===== src/rtl/le_serial_driver_pkg.sv =====
// Shared constants for the bit-serial logic-element driver: FSM encodings
// and the slice function-select codes.
package le_serial_driver_pkg;

    localparam logic [1:0] LE_IDLE  = 2'd0;
    localparam logic [1:0] LE_SHIFT = 2'd1;
    localparam logic [1:0] LE_DONE  = 2'd2;

    localparam logic [1:0] LE_S_NOTA = 2'b00;
    localparam logic [1:0] LE_S_AND  = 2'b01;
    localparam logic [1:0] LE_S_PASS = 2'b10;
    localparam logic [1:0] LE_S_OR   = 2'b11;

endpackage


===== src/rtl/le_serial_driver_bit_shifter.sv =====
// Loadable right shift register: parallel load, serial-in at the MSB,
// parallel-out. Load takes priority over shift.
module le_serial_driver_bit_shifter #(
    parameter int W = 8
) (
    input  logic         clk,
    input  logic         rst_n,
    input  logic         i_load,
    input  logic [W-1:0] i_load_val,
    input  logic         i_shift,
    input  logic         i_sin,
    output logic [W-1:0] o_q
);

    logic [W-1:0] r_q;

    always_ff @(posedge clk or negedge rst_n) begin
        if (!rst_n) begin
            r_q <= '0;
        end else if (i_load) begin
            r_q <= i_load_val;
        end else if (i_shift) begin
            r_q <= {i_sin, r_q[W-1:1]};
        end
    end

    assign o_q = r_q;

endmodule


===== src/rtl/le_serial_driver.sv =====
// Bit-serial sequencer: feeds operand bit pairs LSB first to an external
// 1-bit logic-element slice and assembles its WIDTH-bit result.
module le_serial_driver
    import le_serial_driver_pkg::*;
#(
    parameter int WIDTH = 8
) (
    input  logic             clk,
    input  logic             rst_n,
    input  logic             cmd_valid,
    output logic             cmd_ready,
    input  logic             cmd_m,
    input  logic [1:0]       cmd_s,
    input  logic [WIDTH-1:0] cmd_a,
    input  logic [WIDTH-1:0] cmd_b,
    output logic             rsp_valid,
    input  logic             rsp_ready,
    output logic [WIDTH-1:0] rsp_x,
    output logic             rsp_zero,
    output logic             busy,
    output logic             le_m,
    output logic [1:0]       le_s,
    output logic             le_a,
    output logic             le_b,
    input  logic             le_x
);

    localparam int CW = $clog2(WIDTH);
    localparam logic [CW-1:0] LAST_BIT = CW'(WIDTH - 1);

    logic [1:0]       r_state;
    logic [CW-1:0]    r_cnt;
    logic             r_le_m;
    logic [1:0]       r_le_s;
    logic [WIDTH-1:0] r_rsp_x;
    logic             r_rsp_zero;

    logic             w_accept;
    logic             w_shift;
    logic             w_last;
    logic [WIDTH-1:0] w_a_q;
    logic [WIDTH-1:0] w_b_q;
    logic [WIDTH-1:0] w_res_q;
    logic [WIDTH-1:0] w_result;
    logic             w_unused;

    assign w_accept = (r_state == LE_IDLE) && cmd_valid;
    assign w_shift  = (r_state == LE_SHIFT);
    assign w_last   = w_shift && (r_cnt == LAST_BIT);
    // Final sample is merged combinationally so the result is captured on the exit edge.
    assign w_result = {le_x, w_res_q[WIDTH-1:1]};
    assign w_unused = ^{w_a_q[WIDTH-1:1], w_b_q[WIDTH-1:1], w_res_q[0]};

    le_serial_driver_bit_shifter #(.W(WIDTH)) u_a_sh (
        .clk        (clk),
        .rst_n      (rst_n),
        .i_load     (w_accept),
        .i_load_val (cmd_a),
        .i_shift    (w_shift),
        .i_sin      (1'b0),
        .o_q        (w_a_q)
    );

    le_serial_driver_bit_shifter #(.W(WIDTH)) u_b_sh (
        .clk        (clk),
        .rst_n      (rst_n),
        .i_load     (w_accept),
        .i_load_val (cmd_b),
        .i_shift    (w_shift),
        .i_sin      (1'b0),
        .o_q        (w_b_q)
    );

    le_serial_driver_bit_shifter #(.W(WIDTH)) u_res_sh (
        .clk        (clk),
        .rst_n      (rst_n),
        .i_load     (w_accept),
        .i_load_val ({WIDTH{1'b0}}),
        .i_shift    (w_shift),
        .i_sin      (le_x),
        .o_q        (w_res_q)
    );

    always_ff @(posedge clk or negedge rst_n) begin
        if (!rst_n) begin
            r_state    <= LE_IDLE;
            r_cnt      <= '0;
            r_le_m     <= 1'b0;
            r_le_s     <= 2'b00;
            r_rsp_x    <= '0;
            r_rsp_zero <= 1'b1;
        end else begin
            case (r_state)
                LE_IDLE: begin
                    if (cmd_valid) begin
                        r_le_m  <= cmd_m;
                        r_le_s  <= cmd_s;
                        r_cnt   <= '0;
                        r_state <= LE_SHIFT;
                    end
                end
                LE_SHIFT: begin
                    if (w_last) begin
                        r_rsp_x    <= w_result;
                        r_rsp_zero <= (w_result == '0);
                        r_state    <= LE_DONE;
                    end else begin
                        r_cnt <= r_cnt + 1'b1;
                    end
                end
                LE_DONE: begin
                    if (rsp_ready) begin
                        r_state <= LE_IDLE;
                    end
                end
                default: r_state <= LE_IDLE;
            endcase
        end
    end

    assign cmd_ready = (r_state == LE_IDLE);
    assign busy      = (r_state != LE_IDLE);
    assign rsp_valid = (r_state == LE_DONE);
    assign rsp_x     = r_rsp_x;
    assign rsp_zero  = r_rsp_zero;
    assign le_m      = r_le_m;
    assign le_s      = r_le_s;
    assign le_a      = w_shift & w_a_q[0];
    assign le_b      = w_shift & w_b_q[0];

endmodule


===== config.mk =====
export PLATFORM = sky130hd
export DESIGN_NAME = le_serial_driver
export DESIGN_NICKNAME = d
export VERILOG_FILES = /design/src/rtl/le_serial_driver_pkg.sv /design/src/rtl/le_serial_driver_bit_shifter.sv /design/src/rtl/le_serial_driver.sv
export SDC_FILE = /design/constraint.sdc
export NUM_CORES = 1
export LEC_CHECK = 0
export CAP_MARGIN = 40
export CORE_UTILIZATION = 54
export DETAILED_ROUTE_END_ITERATION = 8
export MAX_ROUTING_LAYER = met4
export PLACE_DENSITY = 0.84
export RECOVER_POWER = 100
export SYNTH_ARGS = -nofsm -noshare
export SYNTH_HDL_FRONTEND = slang
export SYNTH_HIERARCHICAL = 1
export SYNTH_SLANG_ARGS = --single-unit

===== constraint.sdc =====
create_clock -name clk -period 3.1 [get_ports clk]
set_input_delay 0.62 -clock clk [delete_from_list [all_inputs] [get_ports clk]]
set_output_delay 0.62 -clock clk [all_outputs]
set_load 0.005 [all_outputs]

==> impl_metrics.yaml, run 1 <==
grt:
  grt_pass1_wl_um: 5610
  grt_usage: 0.219
  first_global_vias: 1267
  antenna_found_initial: 0
  grt_max_degree: 50
  grt_overflow_total: 0
layout:
  num-nets-final: 229
  finish.instance_area_um2: 2290
  final_layout_size_suffix_gt1_frac: 0.0936
  antennaDiodeCount: 0
  fin_cells: 247
  synthToLayoutAreaGrowth_pct: 25.2
  utilization: 0.732
  fillCellCount: 240
logic_synthesis:
  ys_warn_count: 6
  syn_inst: 154
  netlist_area_um2: 1830
  synth.avg_cell_area_um2: 11.9
sta:
  holdWs_ns: 0.511
  rsz0062_at_grt: "no"
  skew_ns: 0.00993
  drv_slew: 41
  tightest_slew_ns: 2.07
  fin_crit_sh: 0.800
  max_freq_ghz: 0.403
  setup_viol: 0
  fin_ws_ns: 0.618
  tns_ns: 0
  slew_headroom: -0.382
  fin_crit_ns: 2.48
  hold_viol: 0
clock_network:
  cts_buffers: 5
  clk_pin_slew_ns: 0.10
  cts_setup_buffers: 0
  clockBufferDepth: 2
  hold_buffers: 0
  cts_max_level: 2
  clock-sinks: 40
  cts_root_buf: "clkbuf_4"
  cts_tree: "built"
  clk_latency_ns: 0.33
  cts_resized: 0
critical_path:
  required_ns: 2.48
  crit_path_start_kind: "flip-flop"
  crit_chain: "nor2b_1 > buf_4 > and2_1 > clkdlybuf4s50_1"
  slowest_delay_ns: 0.49
  cp-end-kind: "primary output"
  critPathSlowestCell: "clkdlybuf4s50_1"
  path_class: "flip-flop to primary output"
  cp_max_fo: 9
  crit_arrival_ns: 1.86
die:
  fp.dieH_um: 60.2
  die_w_um: 60.2
  coreArea_um2: 3130
  fp-row-count: 20
  dieArea_um2: 3620
  io_pins: 41
  start_util: 0.585
job:
  maxCapViolCount: 1
placed_design:
  place_area_um2: 2240
  dp_hpwl_um: 2430
  placedCellCount: 240
  dp_slack_ns: 1.04
  gp_congestion: 0.763
  port_buffers: 40
drt:
  routedWlPerCell_um: 13.7
  dr.pass1.iters: 4
  dr_total_vias: 1247
  ant_nets: 0
  vias_per_cell: 5.05
  routed_wl_um: 3370
  drcViolationCount: 0
  drt_first_iter_violations: 57
pwr:
  power.density_nw_per_um2: 942
  p_total_mw: 2.16
  power.leakage_nw: 1.08
  ir_drop_v: 0.000569
outcome:
  violations: "capacitance limit, slew limit"
  status: "complete, but fails checks"
hold_path:
  hold_class: "flip-flop to flip-flop"
## layout make-up
cell class | count | area [um2] | area share
clock buffers | 7 | 65.1 | 0.0284
inverters | 3 | 11.3 | 0.00492
multi-input cells | 111 | 748 | 0.327
flip-flops and latches | 40 | 1000 | 0.437
well taps | 44 | 55.1 | 0.0240
repair buffers | 42 | 409 | 0.179
## path summary, 6_finish.rpt
| kind | startpoint | to | slack [ns] | depth (start not counted) |
|---|---|---|---|---|
| worst max-delay path | r_state[0]$_DFFE_PN0P_ | le_b | 0.62 | 4 |
| worst min-delay path | rsp_x[0]$_DFFE_PN0P_ | rsp_x[0]$_DFFE_PN0P_ | 0.51 | 1 |
| worst max register to register | r_state[0]$_DFFE_PN0P_ | le_s[0]$_DFFE_PN0P_ | 0.78 | 4 |
| worst min register to register | rsp_x[0]$_DFFE_PN0P_ | rsp_x[0]$_DFFE_PN0P_ | 0.51 | 1 |
| max in group asynchronous | rst_n | r_state[1]$_DFFE_PN0P_ | 1.05 | 1 |
| min in group asynchronous | rst_n | u_b_sh/o_q[0]$_DFFE_PN0P_ | 0.87 | 1 |
## per-layer routing
layer  global-route usage  up-vias  part of all wire
li1                     -      617                 -
met1                0.277      598              0.44
met2                0.334       27              0.51
met3               0.0498        5             0.042
met4               0.0997        0             0.012
met5                    -        -                 0
## cell usage in the layout (no fill, tap or decap), types with 3 or more instances in the layout
cell type	instances
clkdlybuf4s50_1	25
and2_1	3
mux2_2	8
conb_1	9
mux2_1	4
mux2i_1	23
dlygate4sd3_1	14
clkbuf_4	5
nand2_1	25
o21ai_0	24
dfrtp_1	39
## where the power goes
part	total (mW)	internal, mW	switching, mW
clock network	0.283	0.129	0.154
registers	0.947	0.785	0.162
logic	0.927	0.521	0.406
total	2.16	1.44	0.722
## sequential cells by signal (all words and copies together), names as in the netlist
signal and flops:
u_res_sh/o_q 7, rsp_zero 1, u_a_sh/o_q 8, u_b_sh/o_q 8
r_state 2, le_m 1, le_s 2, r_cnt 3
rsp_x 8
## worst max-delay path, delay by kind of cell, from the launching register on
family / cells / cell delay (ns)
and+or+nand+nor: 2 / 0.39
DFF: 1 / 0.42
buffers and inverters: 2 / 0.72
(Power assumes the default switching activity.)
==> run 2, diff against run 1 <==
--- a/config.mk
+++ b/config.mk
@@ -6,10 +6,10 @@
 export NUM_CORES = 1
 export LEC_CHECK = 0
 export CAP_MARGIN = 40
-export CORE_UTILIZATION = 54
+export CORE_UTILIZATION = 50
 export DETAILED_ROUTE_END_ITERATION = 8
 export MAX_ROUTING_LAYER = met4
-export PLACE_DENSITY = 0.84
+export PLACE_DENSITY = 0.79
 export RECOVER_POWER = 100
 export SYNTH_ARGS = -nofsm -noshare
 export SYNTH_HDL_FRONTEND = slang
==> constraint.sdc (replaced) <==
create_clock -name clk -period 2.6 [get_ports clk]
set_input_delay 0.52 -clock clk [delete_from_list [all_inputs] [get_ports clk]]
set_output_delay 0.52 -clock clk [all_outputs]
set_load 0.005 [all_outputs]
==> impl_metrics.yaml, run 2 (synthesis gave the netlist of run 1 again) <==
outcome:
  status: "complete, but fails checks"
  violations: "capacitance limit"
layout:
  num-nets-final: 231
  antennaDiodeCount: 0
  final_layout_size_suffix_gt1_frac: 0.112
  finish.instance_area_um2: 2320
  utilization: 0.679
  final_common_cell: "dfrtp_1"
  synthToLayoutAreaGrowth_pct: 26.7
  final_cell_mix: "dfrtp_1, nand2_1, clkdlybuf4s50_1, mux2i_1, o21ai_0"
clock_network:
  cts_resized: 0
  cts_setup_buffers: 0
  cts_max_level: 2
  cts_buffers: 5
  hold_buffers: 0
  clk_latency_ns: 0.36
  clock-sinks: 40
  clockBufferDepth: 2
  cts_tree: "built"
  cts_root_buf: "clkbuf_4"
  clk_pin_slew_ns: 0.12
sta:
  rsz0062_at_grt: "no"
  hold_viol: 0
  setup_viol: 0
  max_freq_ghz: 0.444
  fin_crit_sh: 0.865
  fin_crit_ns: 2.25
  drv_slew: 0
  tns_ns: 0
  slew_headroom: 0.000350
  skew_ns: 0.0177
  tightest_slew_ns: 1.50
drt:
  ant_nets: 0
  dr_total_vias: 1255
  routed_wl_um: 3330
  routedWlPerCell_um: 13.2
  drt_first_iter_violations: 19
  drcViolationCount: 0
  dr.pass1.iters: 4
  vias_per_cell: 4.98
die:
  coreArea_um2: 3420
  fp-row-count: 21
  die_w_um: 62.5
  start_util: 0.536
  io_pins: 41
  dieArea_um2: 3900
  fp.dieH_um: 62.5
job:
  maxCapViolCount: 1
pwr:
  power.density_nw_per_um2: 1140
  p_total_mw: 2.64
  power.leakage_nw: 1.09
  ir_drop_v: 0.000603
placed_design:
  gp_congestion: 0.761
  place_area_um2: 2270
  dp_hpwl_um: 2350
  port_buffers: 40
grt:
  grt_pass1_wl_um: 5880
  grt_max_degree: 36
  grt_overflow_total: 0
  antenna_found_initial: 0
  grt_usage: 0.199
  first_global_vias: 1334
critical_path:
  path_class: "flip-flop to primary output"
  cp_max_fo: 6
  cp-end-kind: "primary output"
  critPathSlowestCell: "clkdlybuf4s50_1"
  crit_chain: "nor2b_1 > and2_0 > clkdlybuf4s50_1"
  slowest_delay_ns: 0.50
  crit_arrival_ns: 1.73
  crit_path_start_kind: "flip-flop"
  required_ns: 2.08
hold_path:
  hold_class: "input port to async pin"
[run 2: final cells by class]
type | count | area, um2
Clock inverter | 3 | 42.5
Tap cell | 46 | 57.6
Multi-Input combinational cell | 111 | 751
Fill cell | 267 | 1100
Sequential cell | 40 | 1000
Timing Repair Buffer | 44 | 417
Inverter | 3 | 11.3
Clock buffer | 5 | 37.5
[run 2: per-layer routing]
layer | vias to the layer above | track usage | wire, um
met4 | 0 | 0.0698 | 48
met2 | 38 | 0.318 | 1620
met1 | 585 | 0.244 | 1490
met3 | 7 | 0.0547 | 177
met5 | - | - | 0
li1 | 625 | - | -
[run 2: critical path, delay by kind of cell (launching register included)]
| family | cells | cell delay, ns |
|---|---|---|
| buffers and inverters | 1 | 0.50 |
| and+or+nand+nor | 2 | 0.48 |
| DFF | 1 | 0.42 |
[run 2: final timing paths]
| kind | from | end | slack [ns] | cells after the start |
|---|---|---|---|---|
| worst max register to register | r_state[0]$_DFFE_PN0P_ | u_a_sh/o_q[6]$_DFFE_PN0P_ | 0.53 | 4 |
| worst min register to register | rsp_zero$_DFFE_PN1P_ | rsp_zero$_DFFE_PN1P_ | 0.50 | 2 |
| worst max-delay path | r_state[0]$_DFFE_PN0P_ | le_a | 0.35 | 3 |
| max in group asynchronous | rst_n | le_m$_DFFE_PN0P_ | 0.66 | 2 |
| min in group clk | rsp_zero$_DFFE_PN1P_ | rsp_zero$_DFFE_PN1P_ | 0.50 | 2 |
| worst min-delay path | rst_n | u_res_sh/o_q[4]$_DFFE_PN0P_ | 0.15 | 1 |
[run 2: power by group]
part	internal (mW)	total (mW)	switching [mW]
combinational	0.626	1.11	0.483
sequential	0.936	1.12	0.188
clock	0.201	0.408	0.207
total	1.76	2.64	0.878
[run 2: through the flow]
step	hold slack [ns]	setup slack (ns)	std cells
finish	0.149	0.350	252
global route	0.199	0.202	252
detailed placement	0.419	0.688	244
global placement	0.473	0.763	243
CTS	0.0366	0.402	252
floorplan	0.224	1.09	162
==> run 3, diff against run 2 <==
--- a/config.mk
+++ b/config.mk
@@ -8,6 +8,7 @@
 export CAP_MARGIN = 40
 export CORE_UTILIZATION = 50
 export DETAILED_ROUTE_END_ITERATION = 8
+export GPL_TIMING_DRIVEN = 0
 export MAX_ROUTING_LAYER = met4
 export PLACE_DENSITY = 0.79
 export RECOVER_POWER = 100
==> impl_metrics.yaml, run 3 (synthesis gave the netlist of run 1 again) <==
layout:
  fillCellCount: 272
  antennaDiodeCount: 0
  multiInputGateArea_um2: 751
  final_cell_mix: "dfrtp_1, nand2_1, clkdlybuf4s50_1, mux2i_1, o21ai_0"
  final_layout_size_suffix_gt1_frac: 0.118
  num-nets-final: 236
  synthToLayoutAreaGrowth_pct: 30.2
  final_common_cell: "dfrtp_1"
  fin_cells: 257
  seqCellArea_um2: 1000
placed_design:
  placedCellCount: 249
  dp_hpwl_um: 2400
  port_buffers: 40
  dp_slack_ns: 0.458
  gp_congestion: 0.738
pwr:
  power.density_nw_per_um2: 1150
  p_total_mw: 2.74
  ir_drop_v: 0.000668
  power.leakage_nw: 1.12
job:
  maxCapViolCount: 0
critical_path:
  cp_top_family: "simple AND/OR/NAND/NOR gates"
  crit_path_start_kind: "flip-flop"
  crit_arrival_ns: 1.79
  cp_max_fo: 6
  cp-end-kind: "primary output"
  crit_chain: "nor2b_2 > and2_0 > clkdlybuf4s50_1"
  cp_num_buf_inv: 1
  critPathSlowestCell: "clkdlybuf4s50_1"
  required_ns: 2.08
  slowest_delay_ns: 0.50
  path_class: "flip-flop to primary output"
drt:
  routedWlPerCell_um: 13.1
  dr.pass1.iters: 4
  drt_first_iter_violations: 17
  vias_per_cell: 5.00
  routed_wl_um: 3360
  dr_total_vias: 1285
  drcViolationCount: 0
  ant_nets: 0
die:
  coreArea_um2: 3420
  io_pins: 41
  die_w_um: 62.5
  fp-row-count: 21
  dieArea_um2: 3900
  fp.dieH_um: 62.5
  start_util: 0.536
grt:
  antenna_found_initial: 0
  first_global_vias: 1311
  grtUsageMet3: 0.0620
  grt_usage: 0.206
  grt_overflow_total: 0
  grt_max_degree: 25
  grt.busiest_layer: "met2"
  grt_use_met2: 0.318
  grt_pass1_wl_um: 6060
  use_met1: 0.258
outcome:
  status: "completed"
sta:
  fin_crit_sh: 0.888
  skew_ns: 0.00339
  holdWs_ns: 0.247
  slew_headroom: 0.167
  setup_viol: 0
  tns_ns: 0
  fin_crit_ns: 2.31
  fin_ws_ns: 0.292
  tightest_slew_ns: 1.25
  max_freq_ghz: 0.433
  rsz0062_at_grt: "no"
  drv_slew: 0
  hold_viol: 0
clock_network:
  cts_buffers: 5
  cts_tree: "built"
  clock-sinks: 40
  cts_root_buf: "clkbuf_4"
  cts_setup_buffers: 0
  cts_max_level: 2
  clockBufferDepth: 2
  clk_pin_slew_ns: 0.11
  clk_latency_ns: 0.34
hold_path:
  hold_class: "input port to async pin"
[run 3: cell types whose count changed in the layout (fill, tap and decap cells not counted), moves of 2 or more]
cell,before,now
clkbuf_1,3,5
buf_4,2,0
o21ai_1,3,8
o21ai_0,22,17
clkbuf_8,0,2
buf_6,0,5
[run 3: layer usage]
layer / wire [um] / part of all wire / up-vias
met2: 1640 / 0.49 / 36
met5: 0 / 0 / -
met1: 1500 / 0.45 / 613
met4: 45 / 0.013 / 0
met3: 177 / 0.053 / 5
li1: - / - / 631
[run 3: area by class of cell]
type / count / share of cell area
sequential: 40 / 0.421
clock buffer: 7 / 0.0273
timing repair buffer: 41 / 0.167
multi-input combinational: 111 / 0.315
clock inverter: 1 / 0.0126
tap: 46 / 0.0242
buffer: 8 / 0.0284
inverter: 3 / 0.00473
[run 3: metrics by stage]
step                      cell area (um2)   util
final                                2380  0.697
after global routing                 2380  0.697
after CTS                            2430  0.713
after detailed placement             2340  0.685
after global placement               2320  0.678
after floorplan                      1860      -
[run 3: path summary, 6_finish.rpt]
kind	startpoint	endpoint	slack [ns]	cells past startpoint
worst max-delay path	r_state[0]$_DFFE_PN0P_	le_a	0.29	3
worst min-delay path	rst_n	u_b_sh/o_q[0]$_DFFE_PN0P_	0.25	1
worst max register to register	r_state[0]$_DFFE_PN0P_	le_m$_DFFE_PN0P_	0.43	5
worst min register to register	rsp_zero$_DFFE_PN1P_	rsp_zero$_DFFE_PN1P_	0.50	2
max in group asynchronous	rst_n	rsp_x[7]$_DFFE_PN0P_	0.74	2
min in group clk	rsp_zero$_DFFE_PN1P_	rsp_zero$_DFFE_PN1P_	0.50	2
[run 3: report_power, final]
group | internal [mW] | leakage, nW | total [mW] | switching (mW)
clock network | 0.255 | 0.0515 | 0.453 | 0.197
logic | 0.664 | 0.584 | 1.17 | 0.507
registers | 0.937 | 0.486 | 1.12 | 0.182
total | 1.86 | 1.12 | 2.74 | 0.887
[run 3: repair_timing]
action | in CTS | in global routing
hold buffers | 0 | 0
resized for setup | 0 | 1
endpoints found under the setup margin | 0 | 2
